<file path="src/rtl/brick_mem_sched_pkg.sv">
// brick_pkg: shared constants and types for the level brick memory users
// (scheduler, collision, scoring). Brick types, level size, bus widths and
// the scheduler state encoding.
package brick_pkg;

    localparam int NUM_BRICKS = 80;
    localparam int ADDR_W     = 8;
    localparam int TYPE_W     = 3;
    localparam int CNT_W      = 7;
    localparam int SCORE_W    = 8;

    localparam logic [TYPE_W-1:0] NOBRICK = 3'd0;
    localparam logic [TYPE_W-1:0] RED     = 3'd1;
    localparam logic [TYPE_W-1:0] BROWN   = 3'd2;
    localparam logic [TYPE_W-1:0] SRED    = 3'd3;
    localparam logic [TYPE_W-1:0] SBROWN  = 3'd4;

    typedef enum logic [1:0] {
        IDLE   = 2'd0,
        SCAN   = 2'd1,
        HIT_WR = 2'd2
    } sched_state_e;

endpackage

</file>
<file path="src/rtl/brick_mem_sched_if.sv">
// brick_mem_sched_if: request/grant bundle between the memory clients
// (levelDraw, brickCollision, game FSM) and brick_mem_sched.
//   master: requesters drive *_req / *_addr, receive grants and read data
//   slave : scheduler drives grants, valids, rd_type, hit_done, hit_points
interface brick_mem_sched_if;
    import brick_pkg::*;

    logic              draw_req;
    logic              col_req;
    logic              hit_req;
    logic [ADDR_W-1:0] draw_addr;
    logic [ADDR_W-1:0] col_addr;
    logic [ADDR_W-1:0] hit_addr;
    logic              draw_gnt;
    logic              col_gnt;
    logic              hit_gnt;
    logic              draw_valid;
    logic              col_valid;
    logic [TYPE_W-1:0] rd_type;
    logic              hit_done;
    logic [TYPE_W-1:0] hit_points;

    modport master (
        output draw_req, col_req, hit_req, draw_addr, col_addr, hit_addr,
        input  draw_gnt, col_gnt, hit_gnt, draw_valid, col_valid, rd_type,
               hit_done, hit_points
    );

    modport slave (
        input  draw_req, col_req, hit_req, draw_addr, col_addr, hit_addr,
        output draw_gnt, col_gnt, hit_gnt, draw_valid, col_valid, rd_type,
               hit_done, hit_points
    );

endinterface

</file>
<file path="src/rtl/brick_mem_sched_tally.sv">
// brick_tally: level bookkeeping for brick_mem_sched.
//   clear      : scan entry, zero the brick count
//   scan_inc   : a scanned brick was non-empty
//   hit_upd    : a hit completed with old type hit_old
//   scan_done  : first full scan finished (sticky until reset)
//   scan_busy  : scan in progress, masks level_clear
//   bricks_left, score (saturating), level_clear
module brick_tally
    import brick_pkg::*;
(
    input  logic               clk,
    input  logic               reset,
    input  logic               clear,
    input  logic               scan_inc,
    input  logic               hit_upd,
    input  logic [TYPE_W-1:0]  hit_old,
    input  logic               scan_done,
    input  logic               scan_busy,
    output logic [CNT_W-1:0]   bricks_left,
    output logic [SCORE_W-1:0] score,
    output logic               level_clear
);

    logic [CNT_W-1:0]   cnt_q, cnt_d;
    logic [SCORE_W-1:0] score_q, score_d;
    logic               scanned_q, scanned_d;
    logic [SCORE_W:0]   score_sum;

    always_comb begin
        cnt_d     = cnt_q;
        score_d   = score_q;
        scanned_d = scanned_q | scan_done;
        score_sum = {1'b0, score_q} + {{(SCORE_W+1-TYPE_W){1'b0}}, hit_old};
        if (clear) begin
            cnt_d = '0;
        end else if (scan_inc) begin
            cnt_d = cnt_q + 1'b1;
        end else if (hit_upd && hit_old == RED && cnt_q != '0) begin
            cnt_d = cnt_q - 1'b1;
        end
        if (hit_upd) begin
            score_d = score_sum[SCORE_W] ? {SCORE_W{1'b1}} : score_sum[SCORE_W-1:0];
        end
    end

    always_ff @(posedge clk or negedge reset) begin
        if (!reset) begin
            cnt_q     <= '0;
            score_q   <= '0;
            scanned_q <= 1'b0;
        end else begin
            cnt_q     <= cnt_d;
            score_q   <= score_d;
            scanned_q <= scanned_d;
        end
    end

    assign bricks_left = cnt_q;
    assign score       = score_q;
    assign level_clear = scanned_q && (cnt_q == '0) && !scan_busy;

endmodule

</file>
<file path="src/rtl/brick_mem_sched.sv">
// brick_mem_sched: single-port level memory scheduler.
// Fixed-priority arbitration (hit > col > draw) of reads and hit
// read-modify-write updates, plus a full-level scan that counts bricks.
//   clk, reset (async active-low), level_start (scan pulse), scan_busy
//   bus           : request/grant interface (slave side)
//   mem_addr/wren/data, mem_q (1-cycle read latency)
//   bricks_left, score, level_clear
//
// state  | meaning
// IDLE   | arbitrate one request per cycle, reads pipeline back to back
// SCAN   | read addresses 0..NUM_BRICKS-1, then one tail cycle to count last data
// HIT_WR | old type on mem_q, write old-1 back, report points
module brick_mem_sched
    import brick_pkg::*;
(
    input  logic               clk,
    input  logic               reset,
    input  logic               level_start,
    output logic               scan_busy,
    brick_mem_sched_if.slave   bus,
    output logic [ADDR_W-1:0]  mem_addr,
    output logic               mem_wren,
    output logic [TYPE_W-1:0]  mem_data,
    input  logic [TYPE_W-1:0]  mem_q,
    output logic [CNT_W-1:0]   bricks_left,
    output logic [SCORE_W-1:0] score,
    output logic               level_clear
);

    localparam logic [ADDR_W-1:0] LAST_ADDR = ADDR_W'(NUM_BRICKS);

    sched_state_e      state_q, state_d;
    logic [ADDR_W-1:0] scan_addr_q, scan_addr_d;
    logic              scan_rd_q, scan_rd_d;
    logic [ADDR_W-1:0] hit_addr_q, hit_addr_d;
    logic              draw_valid_q, draw_valid_d;
    logic              col_valid_q, col_valid_d;
    logic              hit_done_q, hit_done_d;
    logic [TYPE_W-1:0] hit_points_q, hit_points_d;

    logic scan_inc, scan_done, hit_upd;

    always_comb begin
        state_d      = state_q;
        scan_addr_d  = scan_addr_q;
        scan_rd_d    = 1'b0;
        hit_addr_d   = hit_addr_q;
        draw_valid_d = 1'b0;
        col_valid_d  = 1'b0;
        hit_done_d   = 1'b0;
        hit_points_d = hit_points_q;
        bus.hit_gnt  = 1'b0;
        bus.col_gnt  = 1'b0;
        bus.draw_gnt = 1'b0;
        mem_addr     = '0;
        mem_wren     = 1'b0;
        mem_data     = '0;
        scan_inc     = 1'b0;
        scan_done    = 1'b0;
        hit_upd      = 1'b0;

        case (state_q)
            IDLE: begin
                if (!level_start) begin
                    if (bus.hit_req) begin
                        bus.hit_gnt = 1'b1;
                        mem_addr    = bus.hit_addr;
                        hit_addr_d  = bus.hit_addr;
                        state_d     = HIT_WR;
                    end else if (bus.col_req) begin
                        bus.col_gnt = 1'b1;
                        mem_addr    = bus.col_addr;
                        col_valid_d = 1'b1;
                    end else if (bus.draw_req) begin
                        bus.draw_gnt = 1'b1;
                        mem_addr     = bus.draw_addr;
                        draw_valid_d = 1'b1;
                    end
                end
            end
            SCAN: begin
                // mem_q carries the read issued in the previous SCAN cycle
                scan_inc = scan_rd_q && (mem_q != NOBRICK);
                if (scan_addr_q < LAST_ADDR) begin
                    mem_addr    = scan_addr_q;
                    scan_addr_d = scan_addr_q + 1'b1;
                    scan_rd_d   = 1'b1;
                end else begin
                    state_d   = IDLE;
                    scan_done = !level_start;
                end
            end
            HIT_WR: begin
                state_d  = IDLE;
                mem_addr = hit_addr_q;
                // a level_start here abandons the hit entirely
                if (!level_start) begin
                    hit_upd      = 1'b1;
                    hit_done_d   = 1'b1;
                    hit_points_d = mem_q;
                    if (mem_q != NOBRICK) begin
                        mem_wren = 1'b1;
                        mem_data = mem_q - TYPE_W'(1);
                    end
                end
            end
            default: state_d = IDLE;
        endcase

        if (level_start) begin
            state_d     = SCAN;
            scan_addr_d = '0;
            scan_rd_d   = 1'b0;
        end
    end

    always_ff @(posedge clk or negedge reset) begin
        if (!reset) begin
            state_q      <= IDLE;
            scan_addr_q  <= '0;
            scan_rd_q    <= 1'b0;
            hit_addr_q   <= '0;
            draw_valid_q <= 1'b0;
            col_valid_q  <= 1'b0;
            hit_done_q   <= 1'b0;
            hit_points_q <= '0;
        end else begin
            state_q      <= state_d;
            scan_addr_q  <= scan_addr_d;
            scan_rd_q    <= scan_rd_d;
            hit_addr_q   <= hit_addr_d;
            draw_valid_q <= draw_valid_d;
            col_valid_q  <= col_valid_d;
            hit_done_q   <= hit_done_d;
            hit_points_q <= hit_points_d;
        end
    end

    assign scan_busy      = (state_q == SCAN);
    assign bus.draw_valid = draw_valid_q;
    assign bus.col_valid  = col_valid_q;
    assign bus.rd_type    = (draw_valid_q || col_valid_q) ? mem_q : '0;
    assign bus.hit_done   = hit_done_q;
    assign bus.hit_points = hit_points_q;

    brick_tally u_tally (
        .clk         (clk),
        .reset       (reset),
        .clear       (level_start),
        .scan_inc    (scan_inc),
        .hit_upd     (hit_upd),
        .hit_old     (mem_q),
        .scan_done   (scan_done),
        .scan_busy   (scan_busy),
        .bricks_left (bricks_left),
        .score       (score),
        .level_clear (level_clear)
    );

endmodule

</file>
<file path="src/flat_wrapper.sv">
// flat-port wrapper written by rule: the top's interface ports become plain ports
module brick_mem_sched_flat import brick_pkg::*;
  (clk, reset, level_start, scan_busy, mem_addr, mem_wren, mem_data, mem_q, bricks_left, score, level_clear, bus_draw_req, bus_col_req, bus_hit_req, bus_draw_addr, bus_col_addr, bus_hit_addr, bus_draw_gnt, bus_col_gnt, bus_hit_gnt, bus_draw_valid, bus_col_valid, bus_rd_type, bus_hit_done, bus_hit_points);
  brick_mem_sched_if bus_i ();
  input  logic clk;
  input  logic reset;
  input  logic level_start;
  output logic scan_busy;
  output logic [ADDR_W-1:0] mem_addr;
  output logic mem_wren;
  output logic [TYPE_W-1:0] mem_data;
  input  logic [TYPE_W-1:0] mem_q;
  output logic [CNT_W-1:0] bricks_left;
  output logic [SCORE_W-1:0] score;
  output logic level_clear;
  input wire logic [$bits(bus_i.draw_req)-1:0] bus_draw_req;
  input wire logic [$bits(bus_i.col_req)-1:0] bus_col_req;
  input wire logic [$bits(bus_i.hit_req)-1:0] bus_hit_req;
  input wire logic [$bits(bus_i.draw_addr)-1:0] bus_draw_addr;
  input wire logic [$bits(bus_i.col_addr)-1:0] bus_col_addr;
  input wire logic [$bits(bus_i.hit_addr)-1:0] bus_hit_addr;
  output wire logic [$bits(bus_i.draw_gnt)-1:0] bus_draw_gnt;
  output wire logic [$bits(bus_i.col_gnt)-1:0] bus_col_gnt;
  output wire logic [$bits(bus_i.hit_gnt)-1:0] bus_hit_gnt;
  output wire logic [$bits(bus_i.draw_valid)-1:0] bus_draw_valid;
  output wire logic [$bits(bus_i.col_valid)-1:0] bus_col_valid;
  output wire logic [$bits(bus_i.rd_type)-1:0] bus_rd_type;
  output wire logic [$bits(bus_i.hit_done)-1:0] bus_hit_done;
  output wire logic [$bits(bus_i.hit_points)-1:0] bus_hit_points;
  assign bus_i.draw_req = bus_draw_req;
  assign bus_i.col_req = bus_col_req;
  assign bus_i.hit_req = bus_hit_req;
  assign bus_i.draw_addr = bus_draw_addr;
  assign bus_i.col_addr = bus_col_addr;
  assign bus_i.hit_addr = bus_hit_addr;
  assign bus_draw_gnt = bus_i.draw_gnt;
  assign bus_col_gnt = bus_i.col_gnt;
  assign bus_hit_gnt = bus_i.hit_gnt;
  assign bus_draw_valid = bus_i.draw_valid;
  assign bus_col_valid = bus_i.col_valid;
  assign bus_rd_type = bus_i.rd_type;
  assign bus_hit_done = bus_i.hit_done;
  assign bus_hit_points = bus_i.hit_points;
  brick_mem_sched u_core (.clk(clk), .reset(reset), .level_start(level_start), .scan_busy(scan_busy), .bus(bus_i), .mem_addr(mem_addr), .mem_wren(mem_wren), .mem_data(mem_data), .mem_q(mem_q), .bricks_left(bricks_left), .score(score), .level_clear(level_clear));
endmodule
</file>
<file path="config.mk">
export PLATFORM = sky130hd
export DESIGN_NAME = brick_mem_sched_flat
export DESIGN_NICKNAME = d
export VERILOG_FILES = /design/src/rtl/brick_mem_sched_pkg.sv /design/src/rtl/brick_mem_sched_if.sv /design/src/rtl/brick_mem_sched_tally.sv /design/src/rtl/brick_mem_sched.sv /design/src/flat_wrapper.sv
export SDC_FILE = /design/constraint.sdc
export NUM_CORES = 1
export LEC_CHECK = 0
export ABC_AREA = 0
export BUFFER_PORTS_ARGS = -buffer_cell sky130_fd_sc_hd__buf_2
export CORE_UTILIZATION = 28
export CTS_CLUSTER_DIAMETER = 200
export DETAILED_ROUTE_END_ITERATION = 10
export PLACE_DENSITY_LB_ADDON = 0.08
export SLEW_MARGIN = 40
export SYNTH_ARGS = -nofsm -noshare
export SYNTH_HDL_FRONTEND = slang
export SYNTH_SLANG_ARGS = --single-unit
</file>
<file path="constraint.sdc">
create_clock -name clk -period 2.23 [get_ports clk]
set_clock_uncertainty 0.2 [all_clocks]
set_input_delay 0.1115 -clock clk [delete_from_list [all_inputs] [get_ports clk]]
set_output_delay 0.1115 -clock clk [all_outputs]
set_load 0.02 [all_outputs]
</file>
* After elaboration in Yosys (flattened, before gate mapping)
Cells that the tools add are included.
** Word-level totals
- Register bits :: 41
- Bits of input ports :: 33
- Output and inout port bits :: 41
- Logic and storage cells :: 87
** Operators by class
- Add/subtract/negate cells :: 5
- Magnitude comparators :: 1
- Eq/ne operators :: 5
- Multiplexer cells :: 44
- Bitwise gates (word level) :: 2
- Reductions and logical operators :: 19
** Operators with widths (count)
- $mux W8 :: 9
- $pmux W8 S3 :: 1
- $mux W1 :: 23
- $mux W7 :: 3
- $mux W3 :: 4
- $add A8 B3 Y9 :: 1
- $add A8 B1 Y8 const B :: 1
- $lt A8 B7 Y1 const B :: 1
- $add A7 B1 Y7 const B :: 1
- $logic_not A7 Y1 :: 1
- $reduce_bool A7 Y1 :: 1
- $sub A7 B1 Y7 const B :: 1
- $mux W2 :: 3
- $ne A3 B3 Y1 const B :: 2
- $reduce_and A2 Y1 :: 3
- $reduce_bool A3 Y1 :: 2
- $logic_and A1 B1 Y1 :: 5
- $pmux W2 S2 :: 1
- $reduce_bool A2 Y1 :: 2
- $eq A3 B1 Y1 const B :: 1
- $reduce_and A3 Y1 :: 1
- $sub A3 B1 Y3 const B :: 1
- $eq A2 B1 Y1 const B :: 1
- $eq A2 B2 Y1 const B :: 1
- other kinds (5) :: 6

* Longest topological paths before layout
Gate-level depths: netlist of run 1.
- Word-level depth :: 7
- Depth in mapped cells :: 9

* Hierarchy
Synthesis of run 1 repeated with hierarchy kept, for this count alone.
** Second synthesis, totals
- Cell total of the unflattened synthesis :: 268
- Area total of the unflattened synthesis :: 2568.7 µm²
** Modules (own cells, without submodules)
- brick_mem_sched :: times used 1, cells an instance 161, area an instance 1529.0 µm², seq. area each 625.6 µm²
- brick_tally :: times used 1, cells an instance 107, area an instance 1039.7 µm², seq. area each 400.4 µm²

* Worst setup path before layout of run 1
OpenSTA, ideal clock, no wires.
- Path type :: register to register
- Start :: register u_core.state_q[1]
- End :: register u_core.u_tally.cnt_q[5] (netlist: u_core.u_tally.bricks_left[5])
- Library setup time :: 0.136 ns
- Arrival time :: 2.289 ns
- Slack :: -0.395 ns
- Cell stages (with the launch flop) :: 9
- Buffers on the path :: 0
- Period minus slack after synthesis :: 2.625 ns
- Cell sequence :: dfrtp_1 -> nand2b_1 -> inv_1 -> nand3_2 -> ha_1 -> and2_1 -> a2111oi_0 -> a32o_1 -> a21oi_1
** On the way
- Elaborated cells on any way between the ends :: 9
- Those cells by class :: 2 x eq/ne; 4 x mux; 3 x reduce/logical
** RTL lines
- start: declaration :: line brick_mem_sched.sv:32 : sched_state_e state_q, state_d;
- start signal: assignment :: line brick_mem_sched.sv:128 : state_q <= state_d;
- $eq A2 B1 Y1 *
- net scan_busy :: line flat_wrapper.sv:8 : output logic scan_busy;
- $mux W1 * :: line brick_mem_sched.sv:62 : case (state_q)
- $mux W7 :: line brick_mem_sched_tally.sv:36 : end else if (scan_inc) begin
- $mux W7 :: line brick_mem_sched_tally.sv:34 : if (clear) begin
- end signal: assignment :: line brick_mem_sched_tally.sv:52 : cnt_q <= cnt_d;
- end: declaration :: line brick_mem_sched_tally.sv:24 : logic [CNT_W-1:0] cnt_q, cnt_d;
Mark *: on every way through the listed nets, which the timed path passes. The rest lies on a longest branch.
A chain may end at the register's enable or synchronous reset.

* Final worst setup path of run 1
- Start :: register u_core.state_q[1]
- End :: output mem_addr[5]
** On the way
- Word-level cells in the longest chain between the ends :: 2
- Elaborated cells on any way between the ends :: 4
- Those cells by class :: 2 x eq/ne; 1 x mux; 1 x reduce/logical
** Ends and longest elaborated chain
- $eq A2 B2 Y1, or another cell as far along :: line brick_mem_sched.sv:62
- $pmux W8 S3 * :: line brick_mem_sched.sv:62
- end: declaration :: line flat_wrapper.sv:9 : output logic [ADDR_W-1:0] mem_addr;
Mark *: on every way between the ends. The rest lies on a longest branch, timed or not.

==> qor.log, run 1 <==
INFO  run_status     run_status=finished with violations
INFO  run_status     failed_checks=negative setup slack
INFO  critical_path  critical_path.startpoint=u_core.state_q[1]$_DFFE_PN0P_
INFO  global_routing grt_most_used_layer=met2
INFO  global_routing globalRouteTotalUtil=15.67%
INFO  route          post-route-drc-count=0
INFO  die            die_h=95.76um
INFO  die            core_footprint=8341squm
INFO  pwr            total_power=1990uW
INFO  cts            cts_inserted_buffers=5
INFO  critical_path  cp_data_required_time=1.92ns
INFO  finish         syn2layout_area_growth=52.47%
INFO  placed_design  placedInstanceArea=3214squm
INFO  timing         timing.final.crit_period=2.352ns
INFO  timing         final-setup-viol-count=10
INFO  global_routing globalRoute.totalOverflow=0
INFO  logic_synthesis post_synth_edffs=0
INFO  cts            worst_setup_hold_path_clk_slew=0.08ns
INFO  critical_path  worstPathArrival=2.04ns
INFO  global_routing grt_first_pass_wirelength=10960um
INFO  logic_synthesis syn-instance-count=251
INFO  die            core.rowCount=33
INFO  cts            clock_tree.buffer_depth=2
INFO  route          drt-initial-drc-count=99
INFO  route          drt-pass1-iter-count=4
INFO  cts            clkLatencyLatePin=0.29ns
INFO  critical_path  timing_worst_setup_path_type=reg -> out
INFO  timing         fmax=0.4251GHz
INFO  critical_path  slowest_delay=0.50ns
INFO  placed_design  place.gp.congestion=0.7697
INFO  route          routed_wire_length_per_instance=14.73um
INFO  finish         finish.net_count=416
INFO  logic_synthesis number_of_nets_in_the_synthesized_netlist=296
INFO  placed_design  dp_hpwl=4887um
INFO  cts            cts.htree.levels=2
INFO  timing         rsz0062_at_grt=true
INFO  hold_path      worst_hold_startpoint=bus_draw_req
INFO  cts            clock-root-buffer=clkbuf_8
INFO  hold_path      min_path_type=in -> reg
INFO  pwr            cellLeakagePower=0.001787uW
INFO  logic_synthesis synth_sequential_area_ratio=41.69%
INFO  finish         drive_above_1_share=43.01%
INFO  critical_path  end_kind=primary output
INFO  logic_synthesis synth_cell_types=56
INFO  cts            cts_tree=built
INFO  critical_path  timing.rr.start=u_core.state_q[1]$_DFFE_PN0P_
INFO  route          total_routed_wirelength=7028um
INFO  logic_synthesis syn_avg_cell_area=9.805squm
INFO  critical_path  crit_fanout=5
INFO  route          detailroute.via_count=2369
INFO  logic_synthesis postSynth.asyncResetShare=100.0%
INFO  finish         design_area=3752squm
INFO  route          per_cell_via_count_in_the_routed_design=4.966
INFO  finish         insertedDiodeCount=0
INFO  timing         slew_viol_final=0
INFO  critical_path  timing.critical_path.mode_cell=buf_6
INFO  logic_synthesis netlist_area_before_placement=2461squm
INFO  global_routing use_met2=24.70%
INFO  global_routing global_routing_met1_resource_utilization=22.10%
INFO  logic_synthesis yosys_warnings=0
INFO  pwr            max-vdd-ir-drop=0.2019mV
INFO  die            design.die.area=9169squm
INFO  logic_synthesis synth_seq_cells=41
INFO  placed_design  port-buffer-count=73
INFO  global_routing groute.layer.met3.usage=2.686%
INFO  timing         slew_headroom=66.34%
INFO  timing         max_slew.worst_pin.slew=0.5048ns
INFO  critical_path  worst_setup_start_kind=flip-flop
INFO  route          ant_nets=0
INFO  global_routing grt_pass1_vias=2159
INFO  timing         post-route-worst-setup-slack=-0.1223ns
INFO  die            initial_core_util=29.51%
INFO  critical_path  worst_path_max_delay_cell=or4_4
INFO  logic_synthesis postSynth.topFlopCell=dfrtp_1
INFO  global_routing grt_start_max_net_pins=24
INFO  global_routing antenna_found_initial=0
INFO  critical_path  crit_path_cell_trace=buf_6 -> or4_4 -> nor3b_4 -> buf_6 -> a222oi_1 -> nand2_1 -> buf_6
INFO  die            number_of_primary_i_o_pins=74
INFO  pwr            pwr_density_cell=530.3nW/um^2
INFO  critical_path  timing.critical_path.max_delay_family=simple AND/OR/NAND/NOR gates
INFO  cts            tritoncts_num_sinks=41
INFO  critical_path  cp_num_buf_inv=3
INFO  timing         finalHoldViolations=0
INFO  flow_run       cap_viol_max_count=0
INFO  die            die_x=95.76um
INFO  timing         final_min_period_over_clock_period=105.5%
==> cells by family after synthesis <==
| group | synth area share, % |
|---|---|
| adder cells (fa/ha/maj) | 6.711 |
| XOR/XNOR | 2.491 |
| AND/OR/NAND/NOR | 23.39 |
| flip-flops | 41.69 |
| buffers and inverters | 4.016 |
| multiplexers | 5.897 |
| AO/OA/AOI/OAI | 15.81 |
==> final timing paths <==
kind,depth (start not counted),endpoint,slack [ns]
max reg2reg,10,u_core.u_tally.bricks_left[5]$_DFFE_PN0P_,-0.04
max,7,mem_addr[5],-0.12
min reg2reg,2,u_core.u_tally.scanned_q$_DFF_PN0_,0.26
min in group asynchronous,2,u_core.bus.hit_points[2]$_DFFE_PN0P_,0.11
min,3,u_core.bus.draw_valid$_DFF_PN0_,0.02
max in group asynchronous,3,u_core.scan_addr_q[1]$_DFFE_PN0P_,1.20
==> metrics by stage <==
step	TNS (ns)	setup WS, ns	std cells	util (%)	hold slack (ns)
2_1_floorplan	0	0.00009548	251	-	-0.3841
3_5_place_dp	0	0.01582	446	38.54	-0.08933
4_1_cts	-1.182	-0.1503	475	43.61	0.003299
3_3_place_gp	0	0.007561	446	38.54	-0.08773
6_report	-0.8860	-0.1223	477	44.99	0.02424
5_1_grt	-2.123	-0.2339	477	44.99	0.009752
==> power breakdown <==
part / switching, uW / internal, uW
Combinational: 250 / 264
Sequential: 47.9 / 787
Clock: 277 / 364
Total: 575 / 1420
==> routing by layer <==
layer  vias up  share of wire [%]
met2        57                 48
met5         -                  0
li1       1168                  -
met1      1136                 47
met4         0                1.3
met3         8                3.7
==> placed cells by master, fill, tap and decap left out, drive strengths merged, types with 3 or more instances in the layout <==
cell / count
o21a: 3
o21ai: 6
a222oi: 8
dlygate4sd3: 15
a22oi: 7
mux2: 12
nand3: 10
nor4b: 6
dfrtp: 41
xnor2: 5
or3: 4
and3: 3
nand4: 4
inv: 14
nor2b: 8
nor3b: 4
ha: 10
nand2: 28
a21oi: 9
clkbuf: 6
nor3: 8
nor2: 16
o211ai: 3
buf: 106
==> flip-flops by register name (all words and copies together) (netlist names) <==
signal and cells:
u_core.scan_rd_q 1, u_core.hit_addr_q 8, u_core.u_tally.score 8, u_core.bus.hit_points 3, u_core.scan_addr_q 8, u_core.bus.col_valid 1, u_core.bus.draw_valid 1, u_core.bus.hit_done 1
u_core.u_tally.bricks_left 7, u_core.state_q 2, u_core.u_tally.scanned_q 1
==> worst min-delay path: stages <==
cell     delay (ns)
buf_2          0.10
nor3b_4        0.16
buf_4          0.12
==> area by class of cell <==
cell class	instances	area, sq um
multi-input combinational	187	1538
clock buffer	6	82.58
tap	105	131.4
fill	816	4588
inverter	15	66.31
timing repair buffer	121	870.8
sequential	41	1026
clock inverter	2	37.54
==> synthesized netlist by cell type (all sizes together) (2+ instances only) <==
library cell / instances / area share (%)
dfrtp: 41 / 42
nand2: 28 / 4.3
nor2: 16 / 2.4
inv: 15 / 2.5
mux2: 12 / 5.5
ha: 10 / 5.1
nand3: 10 / 2.7
a21oi: 9 / 1.8
a222oi: 8 / 3.3
nor2b: 8 / 2.0
nor3: 8 / 1.6
a22oi: 7 / 2.1
nor4b: 6 / 2.4
o21ai: 6 / 1.2
xnor2: 5 / 1.8
buf: 4 / 0.86
clkbuf: 4 / 0.66
nand4: 4 / 1.0
nor3b: 4 / 1.4
or3: 4 / 1.2
and3: 3 / 0.76
o211ai: 3 / 0.92
o21a: 3 / 0.92
a2111oi: 2 / 0.71
a211o: 2 / 0.71
a211oi: 2 / 0.81
a21boi: 2 / 0.61
a32o: 2 / 0.81
fa: 2 / 1.6
nand2b: 2 / 0.51
nor4: 2 / 0.51
or2: 2 / 0.51
or3b: 2 / 0.71
xor2: 2 / 0.71
==> what timing repair did <==
item / 4_1_cts / 5_1_grt
hold endpoints to repair: 54 / 0
hold buffers: 15 / 0
pin swaps: 11 / 17
endpoints found under the setup margin: 12 / 16
gates cloned: 1 / 0
resized for setup: 31 / 19
buffers inserted: 5 / 4
No activity file was read; power rests on OpenSTA's default activity.
==> run 2, diff against run 1 <==
- RECOVER_POWER: default -> 50
- clock period: 2.23 -> 2.5 ns (I/O delays scaled with it)
==> qor.log, run 2 (synthesis results as in run 1) <==
INFO  cts            cts.htree.levels=2
INFO  critical_path  cp_data_required_time=2.17ns
INFO  finish         drive_above_1_share=30.45%
INFO  global_routing globalRoute.totalOverflow=0
INFO  cts            worst_setup_hold_path_clk_slew=0.08ns
INFO  pwr            max-vdd-ir-drop=0.1619mV
INFO  critical_path  crit_fanout=9
INFO  critical_path  rr_endpoint=u_core.u_tally.bricks_left[5]$_DFFE_PN0P_
INFO  die            design.die.area=9169squm
INFO  placed_design  setup_slack_at_placement=0.07018ns
INFO  finish         most-common-layout-cells=57 x buf_2, 41 x dfrtp_1, 28 x nand2_1
INFO  timing         final_min_period_over_clock_period=95.99%
INFO  cts            cts_inserted_buffers=5
INFO  die            core_footprint=8341squm
INFO  pwr            clkPwrFrac=28.5%
INFO  timing         finalSetupTns=0ns
INFO  timing         post-route-worst-setup-slack=0.1002ns
INFO  cts            clkLatencyLatePin=0.29ns
INFO  hold_path      timing.hold.worst_endpoint=u_core.bus.hit_points[0]$_DFFE_PN0P_
INFO  finish         layout_commonest_cell=buf_2
INFO  cts            clock_tree.buffer_depth=2
INFO  timing         slew_viol_final=0
INFO  placed_design  place.gp.congestion=0.8175
INFO  critical_path  crit_path_cell_trace=dlygate4sd3_1 -> buf_2 -> or4_4 -> nor3b_4 -> buf_6 -> a222oi_1 -> nand2_1 -> buf_6
INFO  critical_path  worst_path_max_delay_cell=dlygate4sd3_1
INFO  pwr            seq_power_share=48.5%
INFO  global_routing grt_first_pass_wirelength=10820um
INFO  route          routed_wire_length_per_instance=14.16um
INFO  die            initial_core_util=29.51%
INFO  run_status     run_status=finished clean
INFO  global_routing antenna_found_initial=0
INFO  timing         final-setup-viol-count=0
INFO  timing         slew_headroom=30.44%
INFO  route          drt-pass1-iter-count=4
INFO  pwr            sw_ratio=30.31%
INFO  die            core.rowCount=33
INFO  global_routing grt_start_max_net_pins=42
INFO  timing         max_slew.worst_pin.slew=1.043ns
INFO  timing         finalHoldViolations=0
INFO  pwr            share_comb_of_total_power=23.0%
INFO  finish         insertedDiodeCount=0
INFO  critical_path  worstPathArrival=2.07ns
INFO  route          ant_nets=0
INFO  critical_path  slowest_delay=0.54ns
INFO  cts            cts_tree=built
INFO  timing         fmax=0.4167GHz
INFO  placed_design  port-buffer-count=73
INFO  pwr            pwr_density_cell=458.1nW/um^2
INFO  critical_path  reg2reg_setup_slack=0.14ns
INFO  finish         finish.net_count=402
INFO  finish         n_fill_cell=881
INFO  hold_path      worst_hold_startpoint=mem_q[0]
INFO  pwr            cellLeakagePower=0.001600uW
INFO  hold_path      min_path_type=in -> reg
INFO  route          drt-initial-drc-count=124
INFO  critical_path  timing_worst_setup_path_type=in -> out
INFO  route          post-route-drc-count=0
INFO  critical_path  timing.rr.start=u_core.state_q[1]$_DFFE_PN0P_
INFO  flow_run       cap_viol_max_count=0
INFO  pwr            p_int=1060uW
INFO  global_routing grt_pass1_vias=2139
INFO  route          per_cell_via_count_in_the_routed_design=4.935
INFO  critical_path  worst_setup_start_kind=input pin
INFO  placed_design  dp_hpwl=4777um
INFO  route          total_routed_wirelength=6557um
INFO  route          detailroute.via_count=2285
INFO  pwr            p_sw=461.1uW
INFO  critical_path  end_kind=primary output
INFO  finish         syn2layout_area_growth=34.93%
INFO  die            number_of_primary_i_o_pins=74
INFO  finish         utilization=39.81%
INFO  timing         rsz0062_at_grt=true
INFO  die            die_h=95.76um
INFO  hold_path      timing.hold.worst_path_depth=4
INFO  cts            tritoncts_num_sinks=41
INFO  cts            clock-root-buffer=clkbuf_8
INFO  die            die_x=95.76um
INFO  critical_path  ff2ff_path_depth=8
INFO  global_routing globalRouteTotalUtil=15.26%
INFO  critical_path  timing.critical_path.mode_cell=buf_6
INFO  timing         timing.final.crit_period=2.400ns
run 2: worst max-delay path by stage:
| stage | from | end | slack [ns] | depth (start not counted) |
|---|---|---|---|---|
| after floorplan | u_core.state_q[1]$_DFFE_PN0P_ | u_core.u_tally.bricks_left[5]$_DFFE_PN0P_ | 0.04 | 8 |
| after global placement | mem_q[1] | u_core.u_tally.bricks_left[5]$_DFFE_PN0P_ | 0.09 | 8 |
| final | bus_hit_req | mem_addr[1] | 0.10 | 8 |
| after CTS | u_core.state_q[1]$_DFFE_PN0P_ | mem_addr[2] | 0.06 | 7 |
| after global routing | u_core.state_q[1]$_DFFE_PN0P_ | u_core.u_tally.bricks_left[5]$_DFFE_PN0P_ | -0.02 | 8 |
| after detailed placement | mem_q[1] | u_core.u_tally.bricks_left[6]$_DFFE_PN0P_ | 0.07 | 9 |
run 2: metrics by stage:
step,total power (uW),hold slack (ns),instances,instance area (sq um)
global route,1621,0.03743,463,3321
finish,1521,0.003461,463,3321
detailed placement,1080,0.04155,437,3048
floorplan,945.4,-0.3706,251,2469
CTS,1540,0.0009306,461,3291
global placement,1082,0.04564,437,3048
run 2: power by group through the flow:
| stage | logic, uW | registers (uW) | clock network, uW |
|---|---|---|---|
| finish | 349 | 738 | 434 |
| global route | 393 | 744 | 483 |
| CTS | 350 | 738 | 452 |
| detailed placement | 329 | 751 | 0 |
| global placement | 330 | 751 | 0 |
| floorplan | 182 | 764 | 0 |
run 2: layout make-up:
class | count | area [sq um] | share of cell area [%]
repair buffers | 107 | 664.4 | 20.01
well taps | 105 | 131.4 | 3.956
clock buffers | 6 | 72.57 | 2.185
multi-input cells | 187 | 1355 | 40.81
flip-flops and latches | 41 | 1026 | 30.90
inverters | 15 | 61.31 | 1.846
clock inverters | 2 | 10.01 | 0.3014
run 2: timing repair:
item                       4_1_cts  5_1_grt
gates resized for setup          0       10
setup endpoints to repair        0        8
buffers inserted                 0        2
hold buffers                    16        0
hold endpoints to repair        55        0
run 2: per-layer routing:
metal / vias to the layer above / wire [um] / part of all wire (%) / track usage, %
met4: 0 / 76 / 1.2 / 4.229
li1: 1138 / - / - / -
met2: 52 / 3079 / 47 / 24.23
met5: - / 0 / 0 / 0
met1: 1088 / 3109 / 47 / 20.91
met3: 7 / 291 / 4.4 / 3.318
run 2: worst max-delay path: cells and delay by family:
family,cells,cell delay [ns]
buffers and inverters,4,0.96
and+or+nand+nor,3,0.88
AOI/OAI and AO/OA,1,0.10
